$ cat config.mk
export PLATFORM = sky130hd
export DESIGN_NAME = spi_burst_ctrl
export DESIGN_NICKNAME = d
export VERILOG_FILES = /design/src/rtl/spi_burst_ctrl.sv
export SDC_FILE = /design/constraint.sdc
export NUM_CORES = 1
export LEC_CHECK = 0
export ABC_CLOCK_PERIOD_IN_PS = 3200
export CORE_MARGIN = 2
export CORE_UTILIZATION = 44
export CTS_CLUSTER_SIZE = 28
export DETAILED_ROUTE_END_ITERATION = 8
export GPL_TIMING_DRIVEN = 0
export PLACE_DENSITY_LB_ADDON = 0.1
export SLEW_MARGIN = 20
export SYNTH_ARGS = -nofsm -noshare
export SYNTH_HDL_FRONTEND = slang
export SYNTH_SLANG_ARGS = --single-unit
$ cat constraint.sdc
create_clock -name clk -period 3.2 [get_ports clk]
set_input_delay 0.64 -clock clk [delete_from_list [all_inputs] [get_ports clk]]
set_output_delay 0.64 -clock clk [all_outputs]
set_load 0.005 [all_outputs]
$ cat src/rtl/spi_burst_ctrl.sv
// spi_burst_ctrl: bursts bytes from a TX FIFO through an external SPI byte
// engine and collects the returned bytes in an RX FIFO.
// Optional feature macro: SPI_BURST_AUTO_CS_EN. When it is defined, chip
// select is driven low automatically for the whole burst and a CS setup delay
// is inserted. When it is undefined, cs_n follows cs_force only and the
// setup state is skipped.
module spi_burst_ctrl #(
    parameter int FIFO_DEPTH    = 4,   // power of two, 2..16
    parameter int CS_SETUP_CLKS = 2    // must be at least 1
) (
    input  logic       clk,
    input  logic       reset,
    input  logic [7:0] wr_data,
    input  logic       wr_en,
    output logic       tx_full,
    output logic [7:0] rd_data,
    input  logic       rd_en,
    output logic       rx_empty,
    output logic       rx_overflow,
    input  logic       clr_ovf,
    input  logic       cs_force,
    output logic       cs_n,
    output logic       busy,
    output logic [7:0] spi_in_byte,
    output logic       spi_start,
    input  logic       spi_done,
    input  logic [7:0] spi_out_byte
);

    localparam int AW = $clog2(FIFO_DEPTH);
    localparam int CW = (CS_SETUP_CLKS > 1) ? $clog2(CS_SETUP_CLKS) : 1;
    localparam logic [AW:0]   DEPTH_C    = (AW+1)'(FIFO_DEPTH);
    localparam logic [CW-1:0] SETUP_LAST = CW'(CS_SETUP_CLKS - 1);

    typedef enum logic [2:0] {IDLE, SETUP, START, WAIT_BUSY, WAIT_DONE} state_e;

    state_e        state_q, state_d;
    logic [CW-1:0] cnt_q, cnt_d;
    logic          cs_n_q, cs_n_d;
    logic [7:0]    spi_in_q, spi_in_d;
    logic          ovf_q, ovf_d;

    logic [7:0]    tx_mem_q [FIFO_DEPTH];
    logic [AW-1:0] tx_wp_q, tx_rp_q;
    logic [AW:0]   tx_cnt_q, tx_cnt_d;
    logic [7:0]    rx_mem_q [FIFO_DEPTH];
    logic [AW-1:0] rx_wp_q, rx_rp_q;
    logic [AW:0]   rx_cnt_q, rx_cnt_d;

    logic tx_empty, tx_push, tx_pop;
    logic rx_full, rx_push, rx_pop, rx_capture, ovf_set;

    // TX side: a pop happens in START; a push into a full FIFO is accepted only alongside that pop
    assign tx_empty = (tx_cnt_q == '0);
    assign tx_full  = (tx_cnt_q == DEPTH_C);
    assign tx_pop   = (state_q == START) && !tx_empty;
    assign tx_push  = wr_en && (!tx_full || tx_pop);
    assign tx_cnt_d = tx_cnt_q + {{AW{1'b0}}, tx_push} - {{AW{1'b0}}, tx_pop};

    // RX side: a returned byte is captured when the engine reports done in WAIT_DONE
    assign rx_empty   = (rx_cnt_q == '0);
    assign rx_full    = (rx_cnt_q == DEPTH_C);
    assign rx_pop     = rd_en && !rx_empty;
    assign rx_capture = (state_q == WAIT_DONE) && spi_done;
    assign rx_push    = rx_capture && (!rx_full || rx_pop);
    assign ovf_set    = rx_capture && rx_full && !rx_pop;
    assign rx_cnt_d   = rx_cnt_q + {{AW{1'b0}}, rx_push} - {{AW{1'b0}}, rx_pop};
    assign ovf_d      = ovf_set ? 1'b1 : (clr_ovf ? 1'b0 : ovf_q);

    assign rd_data     = rx_empty ? 8'h00 : rx_mem_q[rx_rp_q];
    assign rx_overflow = ovf_q;
    assign cs_n        = cs_n_q;
    assign busy        = (state_q != IDLE);
    assign spi_start   = (state_q == START);
    assign spi_in_byte = spi_in_q;

    // Next-state logic for the burst sequencer, chip select and engine byte
    always_comb begin
        state_d  = state_q;
        cnt_d    = cnt_q;
        spi_in_d = spi_in_q;
        case (state_q)
            IDLE: begin
                if (!tx_empty && spi_done) begin
`ifdef SPI_BURST_AUTO_CS_EN
                    if (cs_n_q) begin
                        state_d = SETUP;
                        cnt_d   = '0;
                    end else begin
                        state_d = START;
                    end
`else
                    state_d = START;
`endif
                end
            end
            SETUP: begin
                if (cnt_q == SETUP_LAST) state_d = START;
                else                     cnt_d   = cnt_q + 1'b1;
            end
            START:     state_d = WAIT_BUSY;
            WAIT_BUSY: if (!spi_done) state_d = WAIT_DONE;
            WAIT_DONE: if (spi_done)  state_d = tx_empty ? IDLE : START;
            default:   state_d = IDLE;
        endcase
        // Latch the TX head on entry to START; it stays put until the next START
        if (state_d == START) spi_in_d = tx_mem_q[tx_rp_q];
`ifdef SPI_BURST_AUTO_CS_EN
        cs_n_d = !((state_d != IDLE) || cs_force);
`else
        cs_n_d = !cs_force;
`endif
    end

    // Control and pointer registers with asynchronous active-low reset
    always_ff @(posedge clk or negedge reset) begin
        if (!reset) begin
            state_q  <= IDLE;
            cnt_q    <= '0;
            cs_n_q   <= 1'b1;
            spi_in_q <= 8'h00;
            ovf_q    <= 1'b0;
            tx_wp_q  <= '0;
            tx_rp_q  <= '0;
            tx_cnt_q <= '0;
            rx_wp_q  <= '0;
            rx_rp_q  <= '0;
            rx_cnt_q <= '0;
        end else begin
            state_q  <= state_d;
            cnt_q    <= cnt_d;
            cs_n_q   <= cs_n_d;
            spi_in_q <= spi_in_d;
            ovf_q    <= ovf_d;
            tx_cnt_q <= tx_cnt_d;
            rx_cnt_q <= rx_cnt_d;
            if (tx_push) tx_wp_q <= tx_wp_q + 1'b1;
            if (tx_pop)  tx_rp_q <= tx_rp_q + 1'b1;
            if (rx_push) rx_wp_q <= rx_wp_q + 1'b1;
            if (rx_pop)  rx_rp_q <= rx_rp_q + 1'b1;
        end
    end

    // FIFO storage; contents are qualified by the counts, so no reset is needed
    always_ff @(posedge clk) begin
        if (tx_push) tx_mem_q[tx_wp_q] <= wr_data;
        if (rx_push) rx_mem_q[rx_wp_q] <= spi_out_byte;
    end

endmodule

==> results by group, run 1 <==
Run status
  • Status: complete, no violations

Global routing
  • Vias in the first global route: roughly 1.9k
  • Routing usage on met2: 0.225
  • Total gr overflow: 0
  • Met3 usage: 0.0295
  • Global routing's busiest layer: met2
  • Tot GR Track Use: 0.134
  • Met1 usage in global routing: 0.167
  • Initial antenna violation count: 0
  • First-pass GRT wire length: between 9 and 10 mm
  • Largest net degree at the start of global routing: 29

Clock tree
  • Clk buf depth: 2
  • Root buffer cell: clkbuf_8
  • CTS Buf Count: 9
  • # clock sinks: slightly above 90
  • Worst-skew pair later-pin latency: ~350 ps
  • CTS H-Tree Depth: 3
  • Hold buffers post-CTS: 0
  • Clk slew on worst S/H paths: about 90 ps
  • Post-CTS resize count: 0
  • CTS tree: built
  • Setup Fix Bufs, Post-CTS: 0

Power and ir drop
  • Total power: just under 4 mW
  • Worst VDD drop: roughly 0.37 mV
  • Clock power share: 0.198
  • Leakage Power: roughly 1.7 nW
  • Reg power frac: 0.426
  • Sw Share: 0.291
  • Switching pwr: approximately 1.1 mW
  • P_int: roughly 2.8 mW
  • Power Dens Cells: between 800 and 900 nW/µm²
  • Logic pwr share: 0.376

Die
  • Io pins: 45
  • Die Height: around 97 µm
  • Core area: about 8600 µm²
  • Initial Util: 0.445
  • Die ar.: 9450 µm²
  • # rows: 34
  • Die Wd: around 97 µm

Logic synthesis
  • Synth top cells by count: edfxtp_1, dfrtp_1, and2_1
  • Seq/Total Area, Yosys: 0.686
  • #FFs+latches synth: 92
  • Post-synth top area share: 0.502
  • Synth area leader: edfxtp_1
  • Mapped Nets: approximately 250
  • Most frequent cell after synthesis: edfxtp_1
  • Ys Warns: 0
  • Main flop type after synthesis: edfxtp_1
  • Mapped Cells: 212
  • Mapped Area: 3820 µm²
  • Distinct cells, synth: 34
  • Post-Syn Area per Cell: approximately 18 µm²
  • Largest cells by area after synthesis: edfxtp_1, dfrtp_1, mux4_2, ha_1, mux2_4
  • Number of enable flip-flop cells after synthesis: 64
  • Ys async rst share: 0.304

Final layout
  • Fin cells: about 380
  • Final Cell Area: about 4600 µm²
  • Nets: between 300 and 400
  • Area Growth Syn to Fin: 20.7%
  • Layout cells sized above 1: 0.198
  • Diodes inserted: 0
  • Number of fill cells in the layout: 703

Worst setup path
  • CP Max Fanout: 10
  • Startpoint type of the worst setup path: flip-flop
  • Worst Setup SP: rx_rp_q[0]
  • Setup Crit Path Kind: reg2out
  • FF-to-FF path depth: 9
  • Reg-to-reg endpoint: tx_cnt_q[2]
  • Arrival time at the worst endpoint: 2150 ps
  • Critical R2R Launch: state_q[0]
  • Flop-to-flop setup slack: around 680 ps
  • Crit. End Element: output port
  • Critical Path RT: 2560 ps
  • Critical Path End: rd_data[0]

Routing
  • Wire per inst: ~16 µm
  • Via density per instance: 4.87
  • Drt pass-1 iters: 4
  • Post-route ant nets: 0
  • Drt total wl: 5.93 mm
  • Vias: around 1.9k
  • DRT iter0 DRCs: 65
  • DRC Markers: 0

Placed design
  • HPWL Detailed: slightly below 4 mm
  • PortBufs: 44
  • Placed Area: approximately 4400 µm²
  • Dpl cells: roughly 370
  • Gp weighted congestion: about 0.72

Timing
  • Fin crit share: 0.871
  • Endpoints failing hold: 0
  • FMAX: 0.359 GHz
  • Max-slew violations: 0
  • Setup violators final: 0
  • Clk_skew: a little over 7 ps
  • Minimum clock period: ~2800 ps
  • Worst slew margin: 0.450
  • Worst slew pin tran: 824 ps
  • Setup TNS: 0 ps
  • RSZ-0062 raised after global routing: no

Run
  • Max Cap Viol: 0

Min path
  • Worst Hold Class: in2async
==> kinds of logic after synthesis <==
logic type                 share of synthesized area
AOI/OAI and AO/OA                             0.0200
xor gates and xnor gates                      0.0229
adders and majority gates                     0.0465
buffers and inverters                         0.0265
DFF                                            0.686
muxes                                          0.135
and+or+nand+nor                               0.0628
==> power groups by stage <==
stage	sequential (mW)	clock [mW]	combinational, mW
2_1_floorplan	1.67	0	0.992
3_3_place_gp	1.69	0	1.49
3_5_place_dp	1.70	0	1.50
4_1_cts	1.67	0.796	1.51
5_1_grt	1.70	0.845	1.62
6_report	1.67	0.777	1.47
==> registers in the layout, summed over array words and instances, names as in the netlist <==
signal,cells
rx_rp_q,2
cs_n,1
spi_in_byte,8
tx_cnt_q,3
rx_overflow,1
rx_mem_q,32
state_q,3
rx_cnt_q,3
tx_mem_q,32
cnt_q,1
rx_wp_q,2
tx_wp_q,2
tx_rp_q,2
==> cell type report <==
cell class | instances | area (µm²) | share of cell area
Multi-Input combinational cell | 96 | 1100 | 0.238
Clock buffer | 10 | 128 | 0.0276
Clock inverter | 6 | 72.6 | 0.0157
Inverter | 16 | 60.1 | 0.0130
Timing Repair Buffer | 45 | 455 | 0.0987
Buffer | 8 | 41.3 | 0.00895
Tap cell | 108 | 135 | 0.0293
Sequential cell | 92 | 2620 | 0.568
==> layer usage <==
| metal | routed length, µm | up-vias |
|---|---|---|
| met5 | 0 | - |
| met4 | 92 | 0 |
| met3 | 202 | 8 |
| met2 | 3030 | 32 |
| met1 | 2610 | 926 |
| li1 | - | 890 |
==> cell usage in the layout, fill, tap and decap left out, types with 4 or more instances in the layout <==
| master | count |
|---|---|
| clkbuf_8 | 9 |
| ha_1 | 11 |
| and2_1 | 19 |
| mux2_4 | 9 |
| inv_1 | 14 |
| edfxtp_1 | 64 |
| buf_2 | 4 |
| dfrtp_1 | 27 |
| mux4_2 | 16 |
| xnor2_1 | 7 |
| clkdlybuf4s50_1 | 43 |
==> worst max-delay path: stages, from the launching register on <==
cell and delay, ps:
dfrtp_1 320, buf_2 320, mux4_2 550, and2_1 170, clkdlybuf4s50_1 430
==> stage by stage <==
step	util	hold slack, ps	setup slack [ps]
floorplan	-	344	640
global placement	0.512	474	89.6
detailed placement	0.514	483	85.8
CTS	0.537	220	375
global route	0.537	221	274
finish	0.537	219	414
==> how the worst min path moves through the flow <==
stage / end / slack, ps / depth (start not counted)
3_3_place_gp: rx_cnt_q[2] / 470 / 1
6_report: spi_in_byte[3] / 220 / 2
2_1_floorplan: cnt_q / 340 / 0
5_1_grt: spi_in_byte[3] / 220 / 2
3_5_place_dp: rx_cnt_q[2] / 480 / 1
4_1_cts: spi_in_byte[3] / 220 / 2
No activity file was read; power rests on OpenSTA's default activity.
==> run 2, diff against run 1 <==
Settings changed: CAP_MARGIN from default to 20, CORE_UTILIZATION 44 to 42, CTS_BUF_LIST from default to sky130_fd_sc_hd__clkbuf_8 sky130_fd_sc_hd__clkbuf_16.
==> results by group, run 2 (synthesis results as in run 1) <==
Final layout
  • Most common cell after layout, fill and taps aside: edfxtp_1
  • Layout cells sized above 1: 0.199
  • Nets: 303
  • Area Growth Syn to Fin: 20.1%
  • Fin cells: 380
  • Most frequent cells in the layout: edfxtp_1, clkdlybuf4s50_1, dfrtp_1
  • Diodes inserted: 0

Routing
  • Post-route ant nets: 0
  • Wire per inst: approximately 16 µm
  • DRC Markers: 0
  • DRT iter0 DRCs: between 70 and 80
  • Drt total wl: about 6.0 mm
  • Vias: 1,866
  • Via density per instance: 4.91
  • Drt pass-1 iters: 4

Worst setup path
  • Startpoint type of the worst setup path: flip-flop
  • Slowest stage cell on the critical path: mux4_2
  • Crit. End Element: output port
  • Max stage delay on crit path: about 550 ps
  • CP Max Fanout: 10
  • Arrival time at the worst endpoint: approximately 2100 ps
  • Crit-path cells: buf_2 > mux4_2 > and2_1 > clkdlybuf4s50_1
  • FF-to-FF path depth: 9
  • Critical Path RT: 2560 ps
  • Setup Crit Path Kind: reg2out

Timing
  • Worst hold slack: ~320 ps
  • RSZ-0062 raised after global routing: no
  • Max-slew violations: 0
  • Setup TNS: 0 ps
  • Minimum clock period: between 2000 and 3000 ps
  • FMAX: 0.359 GHz
  • Worst slew margin: 0.463
  • Worst slew pin tran: slightly above 800 ps
  • Setup violators final: 0
  • Clk_skew: slightly below 8 ps
  • Endpoints failing hold: 0
  • Fin crit share: 0.870

Global routing
  • Vias in the first global route: around 1.9k
  • Total gr overflow: 0
  • Tot GR Track Use: 0.131
  • First-pass GRT wire length: around 9.6 mm
  • Initial antenna violation count: 0
  • Largest net degree at the start of global routing: 29

Power and ir drop
  • Total power: 3.90 mW
  • Leakage Power: ~1.7 nW
  • Power Dens Cells: about 850 nW/µm²
  • Worst VDD drop: about 0.42 mV

Die
  • Die Height: 99.4 µm
  • Die ar.: 9890 µm²
  • Die Wd: 99.4 µm
  • Core area: 8760 µm²
  • # rows: 34
  • Io pins: 45
  • Initial Util: 0.436

Clock tree
  • CTS tree: built
  • Hold buffers post-CTS: 0
  • Root buffer cell: clkbuf_8
  • Clk buf depth: 2
  • Setup Fix Bufs, Post-CTS: 0
  • CTS H-Tree Depth: 3
  • Worst-skew pair later-pin latency: approximately 350 ps
  • Clk slew on worst S/H paths: about 90 ps
  • CTS Buf Count: 9
  • # clock sinks: 92
  • Post-CTS resize count: 0

Placed design
  • HPWL Detailed: between 3 and 4 mm
  • Gp weighted congestion: around 0.7
  • PortBufs: 44
  • Dpl cells: between 300 and 400

Min path
  • Worst Hold Class: in2async

Run
  • Max Cap Viol: 0

Run status
  • Status: complete, no violations
==> run 2: metal layers <==
| layer | routed length [µm] | part of all wire | global-route usage | up-vias |
|---|---|---|---|---|
| met5 | 0 | 0 | 0 | - |
| met4 | 68 | 0.011 | 0.0411 | 0 |
| met3 | 254 | 0.043 | 0.0401 | 6 |
| met2 | 3110 | 0.52 | 0.230 | 39 |
| met1 | 2530 | 0.42 | 0.154 | 933 |
| li1 | - | - | - | 888 |
==> run 2: report_power, final <==
group          switching (mW)  internal (mW)  total (mW)
clock                   0.402          0.366       0.768
combinational           0.605          0.859        1.46
sequential              0.126           1.55        1.67
==> run 2: path summary, 6_finish.rpt <==
check / startpoint / end / slack (ps)
max: rx_rp_q[0] / rd_data[5] / 420
min: reset / tx_cnt_q[2] / 320
max reg2reg: state_q[0] / tx_cnt_q[2] / 680
min reg2reg: rx_cnt_q[2] / rx_cnt_q[2] / 490
max in group asynchronous: reset / cnt_q / 2450
min in group clk: rx_cnt_q[2] / rx_cnt_q[2] / 490
==> run 2: worst max-delay path: cells and delay by family, from the launching register on <==
kind,cells,cell delay [ps]
and+or+nand+nor,1,170
muxes,1,550
DFF,1,320
buffers and inverters,2,740
==> run 2: stage by stage <==
stage	cell area [µm²]	util	setup WS, ps
after CTS	4590	0.524	369
after global placement	4400	0.502	65.5
after global routing	4590	0.524	294
final	4590	0.524	416
after detailed placement	4400	0.502	77.9
after floorplan	3820	-	640
==> run 2: layout make-up <==
cell class,instances,area [µm²]
Tap cell,108,135
Inverter,16,60.1
Timing Repair Buffer,44,435
Sequential cell,92,2620
Multi-Input combinational cell,96,1100
Clock buffer,9,124
Fill cell,739,4170
Buffer,8,41.3
Clock inverter,7,75.1
==> run 3, diff against run 2 <==
Settings changed: CAP_MARGIN 20 to default.
==> results of run 3 <==
Same layout as run 2: the final DEF is identical, and so are final timing and power.
